<file path="src/rtl/proc_io_bridge_pkg.sv">
// -----------------------------------------------------------------------------
// proc_io_bridge_pkg
// Shared constants and helpers for the processor I/O bridge.
//   DW_DEFAULT    : default data word width
//   DEPTH_DEFAULT : default per-channel FIFO depth (power of two, >= 2)
//   NUM_CH        : fixed number of bridged channels
//   clog2()       : pointer width for a FIFO of a given depth
// -----------------------------------------------------------------------------
package proc_io_bridge_pkg;

    localparam int DW_DEFAULT    = 32;
    localparam int DEPTH_DEFAULT = 4;
    localparam int NUM_CH        = 3;

    // Number of bits needed to address 'value' entries (value >= 2).
    function automatic int clog2(input int value);
        int result;
        int v;
        result = 0;
        v      = value - 1;
        while (v > 0) begin
            result = result + 1;
            v      = v >> 1;
        end
        return result;
    endfunction

endpackage : proc_io_bridge_pkg

</file>
<file path="src/rtl/proc_io_bridge_io_fifo.sv">
// -----------------------------------------------------------------------------
// io_fifo
// Single-clock FIFO used for every bridge buffer. No bypass path: a word
// pushed in a cycle is only visible at the head from the following cycle.
// Pushes while full and pops while empty are ignored here; the parent
// decides whether those events are errors.
// Ports:
//   clk, rst : clock and synchronous active-high reset
//   push     : write wdata this cycle (ignored when full)
//   pop      : discard the head this cycle (ignored when empty)
//   wdata    : word to write
//   head     : oldest stored word, forced to 0 when empty
//   full     : DEPTH words stored
//   empty    : no words stored
// -----------------------------------------------------------------------------
module io_fifo
    import proc_io_bridge_pkg::*;
#(
    parameter int DW    = DW_DEFAULT,
    parameter int DEPTH = DEPTH_DEFAULT
) (
    input  logic          clk,
    input  logic          rst,
    input  logic          push,
    input  logic          pop,
    input  logic [DW-1:0] wdata,
    output logic [DW-1:0] head,
    output logic          full,
    output logic          empty
);

    localparam int AW = clog2(DEPTH);

    logic [DW-1:0] mem [DEPTH];
    logic [AW-1:0] wr_ptr;
    logic [AW-1:0] rd_ptr;
    // One extra bit so that occupancy can reach DEPTH.
    logic [AW:0]   count;

    logic do_push;
    logic do_pop;

    assign full    = (count == (AW+1)'(DEPTH));
    assign empty   = (count == '0);
    assign do_push = push && !full;
    assign do_pop  = pop && !empty;

    // Pointers wrap naturally because DEPTH is a power of two.
    always_ff @(posedge clk) begin
        if (rst) begin
            wr_ptr <= '0;
            rd_ptr <= '0;
            count  <= '0;
        end else begin
            if (do_push) begin
                wr_ptr <= wr_ptr + 1'b1;
            end
            if (do_pop) begin
                rd_ptr <= rd_ptr + 1'b1;
            end
            case ({do_push, do_pop})
                2'b10:   count <= count + 1'b1;
                2'b01:   count <= count - 1'b1;
                default: count <= count;
            endcase
        end
    end

    // Storage is not reset; the empty flag masks stale contents.
    always_ff @(posedge clk) begin
        if (do_push && !rst) begin
            mem[wr_ptr] <= wdata;
        end
    end

    assign head = empty ? '0 : mem[rd_ptr];

endmodule : io_fifo

</file>
<file path="src/rtl/proc_io_bridge.sv">
// -----------------------------------------------------------------------------
// proc_io_bridge
// Three-channel buffer between a processor's I/O ports and external streams.
// Each channel k has an input FIFO (external source -> processor) and an
// output FIFO (processor -> external sink).
//
// Handshake semantics (src_* and snk_*): a word transfers on every rising
// edge where valid and ready are both high; valid never depends on ready,
// and data/valid stay stable while valid is high and ready is low.
//
// Ports:
//   clk, rst_geral         : clock and synchronous active-high reset
//   proc_req_in[2:0]       : one-hot read request, one word per cycle
//   proc_in0..2            : input FIFO heads (0 when empty)
//   proc_out_en[2:0]       : write strobes; the word follows one cycle later
//   proc_out0..2           : processor output words
//   src_data/valid/ready   : external input streams, channel k in slice k
//   snk_data/valid/ready   : external output streams, channel k in slice k
//   underflow, overflow    : sticky per-channel error flags
//   clr_status             : clears both flag vectors
// -----------------------------------------------------------------------------
module proc_io_bridge
    import proc_io_bridge_pkg::*;
#(
    parameter int DW    = DW_DEFAULT,
    parameter int DEPTH = DEPTH_DEFAULT
) (
    input  logic                 clk,
    input  logic                 rst_geral,
    input  logic [NUM_CH-1:0]    proc_req_in,
    output logic [DW-1:0]        proc_in0,
    output logic [DW-1:0]        proc_in1,
    output logic [DW-1:0]        proc_in2,
    input  logic [NUM_CH-1:0]    proc_out_en,
    input  logic [DW-1:0]        proc_out0,
    input  logic [DW-1:0]        proc_out1,
    input  logic [DW-1:0]        proc_out2,
    input  logic [NUM_CH*DW-1:0] src_data,
    input  logic [NUM_CH-1:0]    src_valid,
    output logic [NUM_CH-1:0]    src_ready,
    output logic [NUM_CH*DW-1:0] snk_data,
    output logic [NUM_CH-1:0]    snk_valid,
    input  logic [NUM_CH-1:0]    snk_ready,
    output logic [NUM_CH-1:0]    underflow,
    output logic [NUM_CH-1:0]    overflow,
    input  logic                 clr_status
);

    logic [NUM_CH-1:0] in_full;
    logic [NUM_CH-1:0] in_empty;
    logic [NUM_CH-1:0] in_push;
    logic [NUM_CH-1:0] in_pop;
    logic [DW-1:0]     in_head [NUM_CH];

    logic [NUM_CH-1:0] out_full;
    logic [NUM_CH-1:0] out_empty;
    logic [NUM_CH-1:0] out_pop;
    logic [DW-1:0]     out_head [NUM_CH];
    logic [DW-1:0]     out_word [NUM_CH];

    logic [NUM_CH-1:0] en_d;
    logic              req_onehot;
    logic [NUM_CH-1:0] req_sel;
    logic [NUM_CH-1:0] underflow_set;
    logic [NUM_CH-1:0] overflow_set;

    assign out_word[0] = proc_out0;
    assign out_word[1] = proc_out1;
    assign out_word[2] = proc_out2;

    // ---------------- processor read side ----------------
    // Requests with zero or several bits set are ignored entirely.
    always_comb begin
        req_onehot = 1'b0;
        case (proc_req_in)
            3'b001, 3'b010, 3'b100: req_onehot = 1'b1;
            default:                req_onehot = 1'b0;
        endcase
    end

    assign req_sel       = req_onehot ? proc_req_in : '0;
    assign in_pop        = req_sel & ~in_empty;
    assign underflow_set = req_sel & in_empty;

    assign src_ready = rst_geral ? '0 : ~in_full;
    assign in_push   = src_valid & src_ready;

    assign proc_in0 = in_head[0];
    assign proc_in1 = in_head[1];
    assign proc_in2 = in_head[2];

    // ---------------- processor write side ----------------
    // The processor registers its output, so the strobe is delayed one cycle
    // to line up with the word it qualifies.
    always_ff @(posedge clk) begin
        if (rst_geral) begin
            en_d <= '0;
        end else begin
            en_d <= proc_out_en;
        end
    end

    // A push into a full FIFO is dropped even if the sink pops in the same
    // cycle; the FIFO sees full and ignores the push.
    assign overflow_set = en_d & out_full;
    assign snk_valid    = ~out_empty;
    assign out_pop      = snk_valid & snk_ready;

    // ---------------- sticky status ----------------
    // A set event in the same cycle as clr_status leaves the flag set.
    always_ff @(posedge clk) begin
        if (rst_geral) begin
            underflow <= '0;
            overflow  <= '0;
        end else begin
            underflow <= (clr_status ? '0 : underflow) | underflow_set;
            overflow  <= (clr_status ? '0 : overflow)  | overflow_set;
        end
    end

    // ---------------- FIFO instances ----------------
    for (genvar k = 0; k < NUM_CH; k++) begin : g_ch
        io_fifo #(
            .DW    (DW),
            .DEPTH (DEPTH)
        ) u_in_fifo (
            .clk   (clk),
            .rst   (rst_geral),
            .push  (in_push[k]),
            .pop   (in_pop[k]),
            .wdata (src_data[DW*k +: DW]),
            .head  (in_head[k]),
            .full  (in_full[k]),
            .empty (in_empty[k])
        );

        io_fifo #(
            .DW    (DW),
            .DEPTH (DEPTH)
        ) u_out_fifo (
            .clk   (clk),
            .rst   (rst_geral),
            .push  (en_d[k]),
            .pop   (out_pop[k]),
            .wdata (out_word[k]),
            .head  (out_head[k]),
            .full  (out_full[k]),
            .empty (out_empty[k])
        );

        assign snk_data[DW*k +: DW] = out_head[k];
    end

endmodule : proc_io_bridge

</file>
<file path="config.mk">
export PLATFORM = sky130hd
export DESIGN_NAME = proc_io_bridge
export DESIGN_NICKNAME = d
export VERILOG_FILES = /design/src/rtl/proc_io_bridge_pkg.sv /design/src/rtl/proc_io_bridge_io_fifo.sv /design/src/rtl/proc_io_bridge.sv
export SDC_FILE = /design/constraint.sdc
export NUM_CORES = 1
export LEC_CHECK = 0
export ABC_AREA = 1
export CORE_MARGIN = 2
export CORE_UTILIZATION = 49
export CTS_CLUSTER_SIZE = 8
export DETAILED_ROUTE_END_ITERATION = 12
export PLACE_DENSITY = 0.73
export SYNTH_ARGS = -nofsm -noshare
export SYNTH_HDL_FRONTEND = slang
export SYNTH_SLANG_ARGS = --single-unit
</file>
<file path="constraint.sdc">
create_clock -name clk -period 7.1 [get_ports clk]
set_input_delay 1.42 -clock clk [delete_from_list [all_inputs] [get_ports clk]]
set_output_delay 1.42 -clock clk [all_outputs]
set_load 0.005 [all_outputs]
</file>
Word level (Yosys, flattened, before mapping):

Memories as Yosys holds them, arrays and structs flattened. A register that Yosys moved wholly into a read port is not among the register bits.
Cells that the tools add are included.

* equality and inequality tests: 21
* mux-type cells: 41
* bitwise operators: 10
* reductions and logical operators: 44
* add/sub/neg operators: 24

Operators by type and width (count)
* $mux W32: 6
* $pmux W3 S2: 6
* $add A2 B1 Y2 const B: 12
* $mux W2: 12
* $eq A3 B3 Y1 const B: 7
* $add A3 B1 Y3 const B: 6
* $logic_and A1 B1 Y1: 18
* $logic_not A3 Y1: 6
* $sub A3 B1 Y3 const B: 6
* $and A3 B3 Y3: 5
* $logic_not A1 Y1: 13
* $mux W1: 13
* $eq A2 B1 Y1 const B: 6
* $eq A2 B2 Y1 const B: 6
* $mux W3: 4
* $reduce_bool A2 Y1: 6
* $not A3 Y3: 3
* $or A3 B3 Y3: 2
* $eq A3 B1 Y1 const B: 1
* $eq A3 B2 Y1 const B: 1
* $reduce_or A3 Y1: 1

* bits in writable memories: 768
* input bits: 207
* register bits after elaboration: 51
* output and inout port bits: 204
* word-level logic and storage cells: 167
* memories: 6

Memory list
* g_ch[0].u_in_fifo.mem: words 4, width 32, read ports 1, clocked after memory_dff 1, write ports 1, RTL line proc_io_bridge_io_fifo.sv:34 `logic [DW-1:0] mem [DEPTH];`
* g_ch[0].u_out_fifo.mem: words 4, width 32, read ports 1, clocked after memory_dff 1, write ports 1, RTL line proc_io_bridge_io_fifo.sv:34
* g_ch[1].u_in_fifo.mem: words 4, width 32, read ports 1, clocked after memory_dff 1, write ports 1, RTL line proc_io_bridge_io_fifo.sv:34
* g_ch[1].u_out_fifo.mem: words 4, width 32, read ports 1, clocked after memory_dff 1, write ports 1, RTL line proc_io_bridge_io_fifo.sv:34
* g_ch[2].u_in_fifo.mem: words 4, width 32, read ports 1, clocked after memory_dff 1, write ports 1, RTL line proc_io_bridge_io_fifo.sv:34
* g_ch[2].u_out_fifo.mem: words 4, width 32, read ports 1, clocked after memory_dff 1, write ports 1, RTL line proc_io_bridge_io_fifo.sv:34

Longest topological paths before layout:

* word-level depth: 8
* depth in mapped cells: 14

Modules after synthesis:

From an unflattened synthesis, not the netlist that was laid out.

* cell total of the unflattened synthesis: 2768
* area total of the unflattened synthesis: 33583.5 um^2

Modules (own cells, without submodules)
* io_fifo: instances 6, cells an instance 452, area an instance 5531.6 um^2
* proc_io_bridge: instances 1, cells an instance 56, area an instance 394.1 um^2

Worst setup path before layout:

Ideal clock, no wire load.

* path kind: input-to-reg
* start point: in rst_geral
* end point: mem g_ch[0].u_out_fifo.mem[0][0] (netlist bit), enable pin
* data arrival time: 3.285 ns
* library setup time: 0.421 ns
* slack: 3.394 ns
* cell stages on the path: 5
* data required time: 6.679 ns
* cells stage by stage: buf_2 > inv_2 > buf_4 > nand3_1 > nor2_1

* longest elaborated chain between the ends: 4

Ends and longest elaborated chain
* start, declared: RTL line proc_io_bridge.sv:29 `input logic rst_geral,`
* $logic_not A1 Y1: RTL line proc_io_bridge_io_fifo.sv:71 `if (do_push && !rst) begin`
* $logic_and A1 B1 Y1: RTL line proc_io_bridge_io_fifo.sv:71
* $mux W1: RTL line proc_io_bridge_io_fifo.sv:71
* $mux W1 (not written as such): RTL line proc_io_bridge_io_fifo.sv:72 `mem[wr_ptr] <= wdata;`
* end, declared: RTL line proc_io_bridge_io_fifo.sv:34

No other way between the ends.

==> impl_results.md <==
- Sum of overflow across all layers after global routing: 0
- Yosys warnings: 0
- Die span in y: around 260 um
- Antenna-violating nets left: 0
- Portion of the clock cycle consumed by the worst path in the final layout: 0.682
- Combinational cell fraction of total power: 0.207
- Mean area per synthesized cell: between 10 and 15 sq um
- Clock input transition at the sequential cells of the worst setup and hold paths: 0.05 ns
- Critical path fanouts, max: 65
- Status: completed
- CTS tree: yes
- Post-route setup TNS: 0 ns
- Post-synthesis cell type with the largest combined area: edfxtp_1
- Internal power: 9.60 mW
- Pin count of the biggest net entering global routing: 66
- X dimension of the die: roughly 260 um
- Leading post-synthesis cells by cell area: edfxtp_1 70%, nor2_1 9.4%, dfxtp_1 3.8%
- Type of the worst setup path: register to output port
- Level count of the clock H-tree: 3
- Sort of element at the end of the critical path: output port
- Number of buffers inserted for hold repair after clock tree synthesis: 0
- Post-CTS sizing: 0
- Launching element type of the critical path: register
- Final weighted congestion in routability-driven placement: 0.785
- Router iterations before antenna repair: 5
- Detailed Route Iter0 Violations: between 2k and 2.5k
- TritonCTS sink count: roughly 830
- Max Clock Skew: 0.0559 ns
- Synth Instances: between 2k and 3k
- Global-route total usage across every layer: 0.223
- Clock latency of the later-clocked register in the worst-skew pair: 0.67 ns
- Initial antenna violation count: 3
- Share of total power in sequential cells: 0.429
- Buffer type at the clock tree root: clkbuf_16
- RSZ-0062 raised after global routing: false
- Final hold vios: 0
- Fmax: 207 MHz
- Vias in the first global route: between 20k and 25k
- Total Die Area: 69,400 sq um
- Area share of the largest cell type after synthesis: 0.699
- Proportion of layout cells with a drive suffix above 1: 0.0638
- Distinct cell type count of the synthesized netlist: 22
- Max IR drop VDD: between 0.0002 and 0.00025 V
- IO Count: around 410
- Number of buffer cells added on primary ports: 410
- Most common library cell in the layout ignoring fill and taps: nor2_1
- Lkg Pwr: ~14 nW
- Vias after detailed routing: about 22k
- Max-capacitance violation count: 0
- Routed Wire Length: 78,600 um
- Setup WS pre-CTS: 2.93 ns
- Final setup vio count: 0
- Total count of max-transition violations in the final report: 0
- Routed WL per cell: 19.3 um
- Crit path DAT: 3.42 ns
- Power per Cell Area: 320 nW/um^2
- Transition time of the tightest slew-check pin: 1.32 ns
- Post-CTS setup buffers: 0
- Post-layout net count: 3,395
- Commonest cells after routing, fill and taps aside: 798 x nor2_1, 768 x edfxtp_1, 409 x clkdlybuf4s50_1, 228 x a21oi_1, 199 x o21ai_1
- Residual DRC count: 0
- Layout overhead on the synthesized area: 23.9%
- Part of the Yosys area used for sequential elements: 0.737
- Post-route setup slack: between 2 and 2.5 ns
- Total design power: about 13 mW
- Bufs on Longest Clock Path: 3
- Detail-routed via count per cell: about 5.4
- Relative max-transition margin: 0.120
- HPWL Detailed: roughly 46,000 um
- Initial standard-cell utilization of the core: 0.493
- End-of-flow core utilization: 0.611
- Worst min path class: register to register
- Rows: 95
- Clock buffers created by TritonCTS: 113
- Switching power summed over all nets: approximately 3.5 mW
- Net count after synthesis: 2,967
- Part of the total power dissipated in the clock network: 0.364
- Data required, critical path: between 5 and 6 ns
- Minimum clock period after layout: just under 5 ns
- Synthesized cell area: between 30,000 and 40,000 sq um
- Net switching share of the total power: 0.266
- Number of synthesized register bits: roughly 830
- Global-route wire length before repair: around 120,000 um
- Total core area: about 67,000 sq um
-- Yosys cell counts (all sizes together) --
library cell,instances
buf,102
ha,30
nand3,45
a21oi,228
fa,6
dfxtp,63
inv,114
clkbuf,43
nand2,90
a31oi,3
edfxtp,768
nand4,9
o21ai,396
clkinv,5
nor2,822
-- layout make-up --
type | count | area [sq um]
Clock buffer | 152 | 2970
Timing Repair Buffer | 458 | 4460
Antenna cell | 2 | 5.00
Fill cell | 4989 | 26000
Inverter | 119 | 447
Tap cell | 873 | 1090
Sequential cell | 831 | 24300
Multi-Input combinational cell | 1629 | 7420
Clock inverter | 7 | 148
-- flip-flops by register name, indices dropped and copies added, names as in the netlist, named ones only --
signal	count
g_ch.u_out_fifo.rd_ptr	6
g_ch.u_out_fifo.wr_ptr	6
g_ch.u_out_fifo.count	9
underflow	3
en_d	3
overflow	3
g_ch.u_in_fifo.mem	384
g_ch.u_in_fifo.count	9
g_ch.u_in_fifo.wr_ptr	6
g_ch.u_out_fifo.mem	384
g_ch.u_in_fifo.rd_ptr	6
-- power by group through the flow --
stage,Sequential (mW),Clock (mW),Combinational [mW]
after floorplan,5.65,0,1.32
after global placement,5.69,0,2.64
after detailed placement,5.70,0,2.70
after CTS,5.61,4.86,2.72
after global routing,5.62,5.07,2.93
final,5.61,4.76,2.70
-- worst paths after layout --
check / end / slack [ns] / startpoint / cells past startpoint
max: proc_in2[31] / 2.26 / register / 6
min: overflow[2] / 0.46 / overflow[2] / 2
max reg2reg: underflow[2] / 4.85 / g_ch[2].u_in_fifo.count[1] / 5
min reg2reg: overflow[2] / 0.46 / overflow[2] / 2
-- through the flow --
| step | cell area, sq um | hold slack (ns) | instances |
|---|---|---|---|
| floorplan | 33000 | 0.422 | 2724 |
| global placement | 37700 | 0.436 | 3910 |
| detailed placement | 37700 | 0.453 | 3910 |
| CTS | 40900 | 0.465 | 4069 |
| global route | 40900 | 0.490 | 4071 |
| finish | 40900 | 0.461 | 4071 |
-- routing by layer --
| metal | vias up | track usage | share of wire |
|---|---|---|---|
| met3 | 134 | 0.0437 | 0.067 |
| met1 | 10800 | 0.269 | 0.39 |
| met5 | - | 0 | 0.00020 |
| met4 | 2 | 0.0777 | 0.023 |
| li1 | 10300 | - | - |
| met2 | 681 | 0.397 | 0.52 |
-- critical path, cell delays in order (launching register included) --
cell,delay (ns)
dfxtp_2,0.30
buf_4,0.53
clkinv_1,0.52
buf_4,0.43
o21ai_0,0.22
a21oi_1,0.14
clkdlybuf4s50_1,0.55
-- logic make-up after synthesis --
| logic type | Yosys count | synth area share |
|---|---|---|
| simple gates | 966 | 0.113 |
| fa+ha+maj | 36 | 0.0150 |
| compound gates | 627 | 0.0952 |
| buf+inv | 264 | 0.0399 |
| flops | 831 | 0.737 |
(Power assumes the default switching activity.)
